## src/rtl/ode_pkg.sv

```systemverilog
// Shared ODE interpolation RAM geometry and the RAM loader state encoding.
package ode_pkg;

  localparam int ODE_RAM_ADDRESS_WIDTH = 13;
  localparam int ODE_DATA_WIDTH        = 64;
  localparam int ODE_RAM_DEPTH         = 50;
  localparam int ODE_BUS_WIDTH         = 16;

  typedef enum logic [1:0] {
    IDLE  = 2'd0,
    RECV  = 2'd1,
    WRITE = 2'd2,
    DONE  = 2'd3
  } loader_state_t;

endpackage

```

## src/rtl/ode_beat_packer.sv

```systemverilog
// Packs BUS_WIDTH beats LSB-first into one DATA_WIDTH word; flags the beat that completes it.
module ode_beat_packer #(
  parameter int BUS_WIDTH  = ode_pkg::ODE_BUS_WIDTH,
  parameter int DATA_WIDTH = ode_pkg::ODE_DATA_WIDTH
) (
  input  logic                  clk,
  input  logic                  rst_n,
  input  logic                  beat_valid,
  input  logic [BUS_WIDTH-1:0]  beat_data,
  output logic [DATA_WIDTH-1:0] pack_next,
  output logic                  word_full
);

  localparam int BEATS  = DATA_WIDTH / BUS_WIDTH;
  localparam int BEAT_W = (BEATS > 1) ? $clog2(BEATS) : 1;

  logic [BEAT_W-1:0]     beat_q;
  logic [DATA_WIDTH-1:0] pack_q;

  assign word_full = beat_valid && (beat_q == BEAT_W'(BEATS - 1));

  // pack_next already contains the current beat so the loader can capture a complete word on the last handshake
  always_comb begin
    pack_next = pack_q;
    if (beat_valid) begin
      pack_next[int'(beat_q) * BUS_WIDTH +: BUS_WIDTH] = beat_data;
    end
  end

  always_ff @(posedge clk or negedge rst_n) begin
    if (!rst_n) begin
      beat_q <= '0;
      pack_q <= '0;
    end else if (beat_valid) begin
      pack_q <= pack_next;
      beat_q <= word_full ? '0 : beat_q + BEAT_W'(1);
    end
  end

endmodule

```

## src/rtl/ode_ram_loader.sv

```systemverilog
// Host-side writer that streams packed words into the shared interpolation RAM write port.
module ode_ram_loader #(
  parameter int RAM_ADDRESS_WIDTH = ode_pkg::ODE_RAM_ADDRESS_WIDTH,
  parameter int DATA_WIDTH        = ode_pkg::ODE_DATA_WIDTH,
  parameter int RAM_DEPTH         = ode_pkg::ODE_RAM_DEPTH,
  parameter int BUS_WIDTH         = ode_pkg::ODE_BUS_WIDTH
) (
  input  logic                         CLK,
  input  logic                         RST,
  input  logic                         Load_Start,
  input  logic [RAM_ADDRESS_WIDTH-1:0] Load_Base,
  input  logic [RAM_ADDRESS_WIDTH-1:0] Load_Count,
  input  logic [BUS_WIDTH-1:0]         In_Data,
  input  logic                         In_Valid,
  output logic                         In_Ready,
  output logic                         Loader_Memory_WR_Enable,
  output logic [RAM_ADDRESS_WIDTH-1:0] Loader_RAM_WR_Address,
  output logic [DATA_WIDTH-1:0]        Loader_RAM_WR_Data,
  output logic                         Loader_Busy,
  output logic                         Load_Done,
  output logic                         Load_Error
);

  import ode_pkg::*;

  localparam logic [RAM_ADDRESS_WIDTH:0] DEPTH_LIMIT = (RAM_ADDRESS_WIDTH + 1)'(RAM_DEPTH);

  loader_state_t state, state_next;

  logic [RAM_ADDRESS_WIDTH-1:0] base_q;
  logic [RAM_ADDRESS_WIDTH-1:0] count_q;
  logic [RAM_ADDRESS_WIDTH-1:0] word_q;
  logic [RAM_ADDRESS_WIDTH:0]   end_sum;
  logic                         bad_request;
  logic                         accept_start;
  logic                         last_word;
  logic                         handshake;
  logic                         word_full;
  logic [DATA_WIDTH-1:0]        pack_next;

  // Widened by one bit so base+count near the top of the address space cannot wrap past the check
  assign end_sum      = {1'b0, Load_Base} + {1'b0, Load_Count};
  assign bad_request  = (Load_Count == '0) || (end_sum > DEPTH_LIMIT);
  assign accept_start = (state == IDLE) && Load_Start;
  assign last_word    = (word_q + RAM_ADDRESS_WIDTH'(1)) == count_q;
  assign handshake    = In_Valid && (state == RECV);

  assign In_Ready    = (state == RECV);
  assign Loader_Busy = (state != IDLE);

  ode_beat_packer #(
    .BUS_WIDTH  (BUS_WIDTH),
    .DATA_WIDTH (DATA_WIDTH)
  ) u_packer (
    .clk        (CLK),
    .rst_n      (RST),
    .beat_valid (handshake),
    .beat_data  (In_Data),
    .pack_next  (pack_next),
    .word_full  (word_full)
  );

  always_ff @(posedge CLK or negedge RST) begin
    if (!RST) begin
      state <= IDLE;
    end else begin
      state <= state_next;
    end
  end

  always_comb begin
    state_next = state;
    case (state)
      IDLE:    if (Load_Start) state_next = bad_request ? DONE : RECV;
      RECV:    if (word_full) state_next = WRITE;
      WRITE:   state_next = last_word ? DONE : RECV;
      DONE:    state_next = IDLE;
      default: state_next = IDLE;
    endcase
  end

  // Strobes are registered from state_next so they line up exactly with the WRITE and DONE cycles
  always_ff @(posedge CLK or negedge RST) begin
    if (!RST) begin
      base_q                  <= '0;
      count_q                 <= '0;
      word_q                  <= '0;
      Loader_Memory_WR_Enable <= 1'b0;
      Loader_RAM_WR_Address   <= '0;
      Loader_RAM_WR_Data      <= '0;
      Load_Done               <= 1'b0;
      Load_Error              <= 1'b0;
    end else begin
      if (accept_start) begin
        base_q  <= Load_Base;
        count_q <= Load_Count;
        word_q  <= '0;
      end else if (state == WRITE) begin
        word_q <= word_q + RAM_ADDRESS_WIDTH'(1);
      end
      Loader_Memory_WR_Enable <= (state_next == WRITE);
      if (state_next == WRITE) begin
        Loader_RAM_WR_Address <= base_q + word_q;
        Loader_RAM_WR_Data    <= pack_next;
      end
      Load_Done  <= (state_next == DONE);
      Load_Error <= accept_start && bad_request;
    end
  end

endmodule

```

## config.mk

```make
export PLATFORM = sky130hd
export DESIGN_NAME = ode_ram_loader
export DESIGN_NICKNAME = d
export VERILOG_FILES = /design/src/rtl/ode_pkg.sv /design/src/rtl/ode_beat_packer.sv /design/src/rtl/ode_ram_loader.sv
export SDC_FILE = /design/constraint.sdc
export NUM_CORES = 1
export LEC_CHECK = 0
export CAP_MARGIN = 10
export CORE_MARGIN = 10
export CORE_UTILIZATION = 40
export CTS_CLUSTER_DIAMETER = 80
export DETAILED_ROUTE_END_ITERATION = 10
export GPL_ROUTABILITY_DRIVEN = 0
export PLACE_DENSITY = 0.64
export SLEW_MARGIN = 10
export SYNTH_ARGS = -nofsm -noshare
export SYNTH_HDL_FRONTEND = slang
export SYNTH_SLANG_ARGS = --single-unit
```

## constraint.sdc

```tcl
create_clock -name CLK -period 5 [get_ports CLK]
set_input_delay 0.75 -clock CLK [delete_from_list [all_inputs] [get_ports CLK]]
set_output_delay 0.75 -clock CLK [all_outputs]
set_load 0.01 [all_outputs]
```

* Word-level counts from Yosys, hierarchy flattened
Cells that the tools add are included.
** Word-level totals
- Output and inout port bits :: 82
- Input bits :: 46
- Flip-flop bits (word level) :: 187
** Operators by class
- $add $sub $neg :: 5
- Shift operators :: 2
- Equal/unequal tests :: 7
- Reduce and logical (&&, ||, !) cells :: 9
- Muxes and demuxes :: 10
- Magnitude comparators :: 1
** Operator list (number)
- 64-bit bitwise mux :: 1
- 64-bit two-way mux :: 1
- 16-bit by 33-bit variable shift with 64-bit output (first input constant) :: 1
- 16-bit by 33-bit variable part select with 64-bit output :: 1
- 6-bit negator with 33-bit output :: 1
- 13-bit two-way mux :: 2
- 13-bit by 13-bit adder with 14-bit output :: 1
- 14-bit by 6-bit > comparator with 1-bit output (second input constant) :: 1
- 13-bit by 1-bit adder with 13-bit output (second input constant) :: 1
- 13-bit adder :: 1
- 13-bit equality test :: 1
- 13-bit zero test :: 1
- 2-bit equality test (second input constant) :: 5
- 2-bit two-way mux :: 5
- 2-bit one-hot mux with 4 select lines :: 1
- 1-bit logical AND :: 4
- 2-bit nonzero test :: 2
- 2-bit by 1-bit adder with 2-bit output (second input constant) :: 1
- 2-bit by 1-bit equality test with 1-bit output (second input constant) :: 1
- 2-bit zero test :: 1
- 1-bit logical OR :: 1

* Longest topological paths before layout
- Word-level depth :: 7
- Depth in mapped cells :: 10
- Depth with buffers taken out :: 10

* By module
Synthesis repeated with hierarchy kept, for this count alone.
** Unflattened totals
- Cell total of the unflattened synthesis :: 907
- Area, all modules :: 9820.7 µm²
** Modules (own cells, without submodules)
- ode_ram_loader :: area each 6267.3 µm², sequential area each 3027.9 µm², instances 1, cells an instance 602
- ode_beat_packer :: area each 3553.4 µm², sequential area each 1651.6 µm², instances 1, cells an instance 305

* Worst setup path before layout
Ideal clock, no wire load.
- Path kind :: input-to-reg
- From :: input port Load_Base[0]
- To :: register (tool-made name)
- Data arrival time :: 2893 ps
- Slack :: 1983 ps
- Setup time :: 124 ps
- Cell stages on the path :: 9
- Cells stage by stage :: ha_1 -> fa_1 -> a21oi_4 -> o2111ai_1 -> a221o_1 -> and4_1 -> nor3_1 -> a311oi_2 -> or2_1
** RTL lines
- start, declared :: line ode_ram_loader.sv:11 : input logic [RAM_ADDRESS_WIDTH-1:0] Load_Base,

==> reports/metrics.csv <==
stage,metric,value,unit
status,status,completed,
synthesis,synth.distinct_cells,65,
synthesis,ys_async_sr_fraction,1.00,
global_route,grt_use_total,0.158,
synthesis,synth_top_flop_cell,dfrtp_1,
cts,cts_tree,done,
placement,hpwl,15.4,mm
setup_path,crit_path_max_incr_delay,450,ps
finish,num_antenna_cells,0,
timing,period_needed,3260,ps
global_route,grt_max_degree,106,
cts,ctsResizeCount,0,
die,io-pin-count,128,
setup_path,end_kind,register,
timing,tightest_slew,1020,ps
synthesis,synth_sequential_area_ratio,0.518,
cts,clk_pin_slew,70,ps
setup_path,r2r-start,u_packer.beat_q[0],
die,start_util,0.407,
synthesis,synth.avg_cell_area,10.8,um^2
setup_path,slowest_stage,fa_1,
synthesis,ys_top_cells_by_area,"dfrtp_1, mux2_2, nand2_1, o21ai_0, ha_1",
global_route,grt_pass1_wl,33.3,mm
synthesis,syn_area,8270,um^2
setup_path,start_kind,primary input,
die,fp.coreArea,20300,um^2
setup_path,reg2reg_to,Loader_RAM_WR_Data[4],
min_path,hold_path.class,primary input to async pin,
synthesis,yosysTopAreaCell,dfrtp_1,
timing,skew,11.1,ps
global_route,grt_pass1_vias,5937,
finish,layout_common_cells,"dfrtp_1, nand2_1, clkdlybuf4s50_1",
synthesis,synth_fp_nets,844,
cts,clockRootBuffer,clkbuf_16,
die,dieArea,26800,um^2
timing,maxSlewHeadroom,0.314,
routing,vias_per_cell,5.18,
power_and_ir_drop,ir_drop,0.263,mV
cts,insertion_delay,440,ps
cts,cts_max_level,4,
cts,cts_buffers,17,
global_route,grt_overflow,0,
synthesis,yosys.area.top_type_share,0.518,
setup_path,ff2ff_setup_slack,2420,ps
synthesis,synth_edf_count,0,
synthesis,synthCells,765,
setup_path,crit_family,compound AO/OA/AOI/OAI gates,
setup_path,cp.required,5320,ps
cts,cts_setup_buffers,0,
placement,port_buffers,127,
cts,cts_hold_buf,0,
timing,rsz0062_at_grt,false,
synthesis,ys_warn_count,0,
routing,wl_per_cell,18.1,um
cts,clockBufferDepth,2,
timing,final-max-slew-violation-count,0,
setup_path,critPathBufInv,1,
setup_path,path_cells,clkdlybuf4s50_1 -> ha_1 -> fa_1 -> a21oi_4 -> o2111ai_1 -> a221o_1 -> and4_1 -> nor3_1 -> a311oi_2 -> or2_1,
routing,wirelength,21.0,mm
die,die_x,164,um
routing,drc,0,
global_route,antenna_found_initial,0,
routing,vias,6022,
timing,max_freq,307,MHz
routing,dr.pass1.iters,4,
finish,syn2layout_area_growth,25.2,%
timing,hold_viol,0,
setup_path,r2r_cells,6,
finish,final_common_cell,dfrtp_1,
die,fp.dieH,164,um
timing,setup_violations,0,
power_and_ir_drop,power_density,555,nW/um^2
power_and_ir_drop,p_leak,4.51,nW
setup_path,critPathArrivalTime,3580,ps
setup_path,critPathKind,primary input to register,
finish,finalNonFillerCells,1162,
cts,cts.sinks,171,
die,rows,52,
placement,dp_cells,1130,
finish,nNetsFinal,958,
timing,setup-tns-final,0,ps
timing,period_share,0.652,
flow_run,maxCapViolCount,0,
finish,final_layout_size_suffix_gt1_frac,0.151,
routing,drt.antenna.violating_nets,0,
routing,drt_iter0_drc,337,
setup_path,path_max_fanout,4,
synthesis,synth_seq_cells,171,
==> flip-flops by register name, summed over array words and instances (netlist names), named ones only <==
signal,cells
Load_Done,1
Load_Error,1
state,1
Loader_RAM_WR_Data,64
u_packer.beat_q,2
u_packer.pack_q,48
Loader_Memory_WR_Enable,1
base_q,13
word_q,13
Loader_RAM_WR_Address,13
count_q,13
==> routing by layer <==
metal / track usage / up-vias / wire length, um
met5: 0 / - / 0
met4: 0.0390 / 0 / 204
met3: 0.0365 / 17 / 1020
met2: 0.243 / 137 / 9660
met1: 0.221 / 2915 / 10100
li1: - / 2953 / -
==> where the power goes <==
group | switching [W] | total, W | internal, W
clock network | 0.000628 | 0.00129 | 0.000666
logic | 0.00105 | 0.00222 | 0.00117
registers | 0.000322 | 0.00223 | 0.00191
total | 0.00200 | 0.00574 | 0.00375
==> cells by family (layout without fill, tap and decap cells) <==
family / after synthesis / in the layout / synth area share
simple gates: 227 / 227 / 0.127
compound gates: 171 / 171 / 0.136
flops: 171 / 171 / 0.518
mux: 78 / 78 / 0.107
buf+inv: 54 / 181 / 0.0274
fa+ha+maj: 33 / 33 / 0.0518
xor+xnor: 31 / 31 / 0.0328
==> cells in the mapped netlist, types with 13 or more instances <==
| cell type | n |
|---|---|
| mux2_2 | 75 |
| nand3_1 | 17 |
| buf_2 | 13 |
| nand2_1 | 132 |
| xnor2_1 | 22 |
| clkbuf_1 | 24 |
| dfrtp_1 | 171 |
| a22o_1 | 16 |
| ha_1 | 31 |
| inv_1 | 13 |
| a21oi_1 | 19 |
| nor2_1 | 18 |
| o21ai_0 | 79 |
==> area by class of cell <==
type	instances	area, um^2
multi-input combinational	540	3770
clock buffer	17	425
timing repair buffer	135	1330
fill	1821	9950
inverter	14	52.6
sequential	171	4280
tap	270	338
clock inverter	15	155
==> metrics by stage <==
stage / cell area (um^2) / setup slack (ps) / hold WS [ps] / total power (W) / utilization
2_1_floorplan: 8270 / 1980 / 449 / 0.00343 / -
3_3_place_gp: 9770 / 1370 / 464 / 0.00447 / 0.481
3_5_place_dp: 9770 / 1310 / 474 / 0.00451 / 0.481
4_1_cts: 10300 / 1770 / 474 / 0.00582 / 0.510
5_1_grt: 10300 / 1640 / 508 / 0.00612 / 0.510
6_report: 10300 / 1740 / 431 / 0.00574 / 0.510
==> worst max path at each step <==
stage	from	to	slack [ps]	depth (start not counted)
CTS	Load_Base[0]	register	1770	10
global route	Load_Base[0]	register	1640	10
global placement	Load_Count[0]	register	1370	10
floorplan	Load_Base[0]	register	1980	9
detailed placement	Load_Base[0]	register	1310	10
finish	Load_Base[0]	register	1740	10
Power figures use the tool's default switching activity.
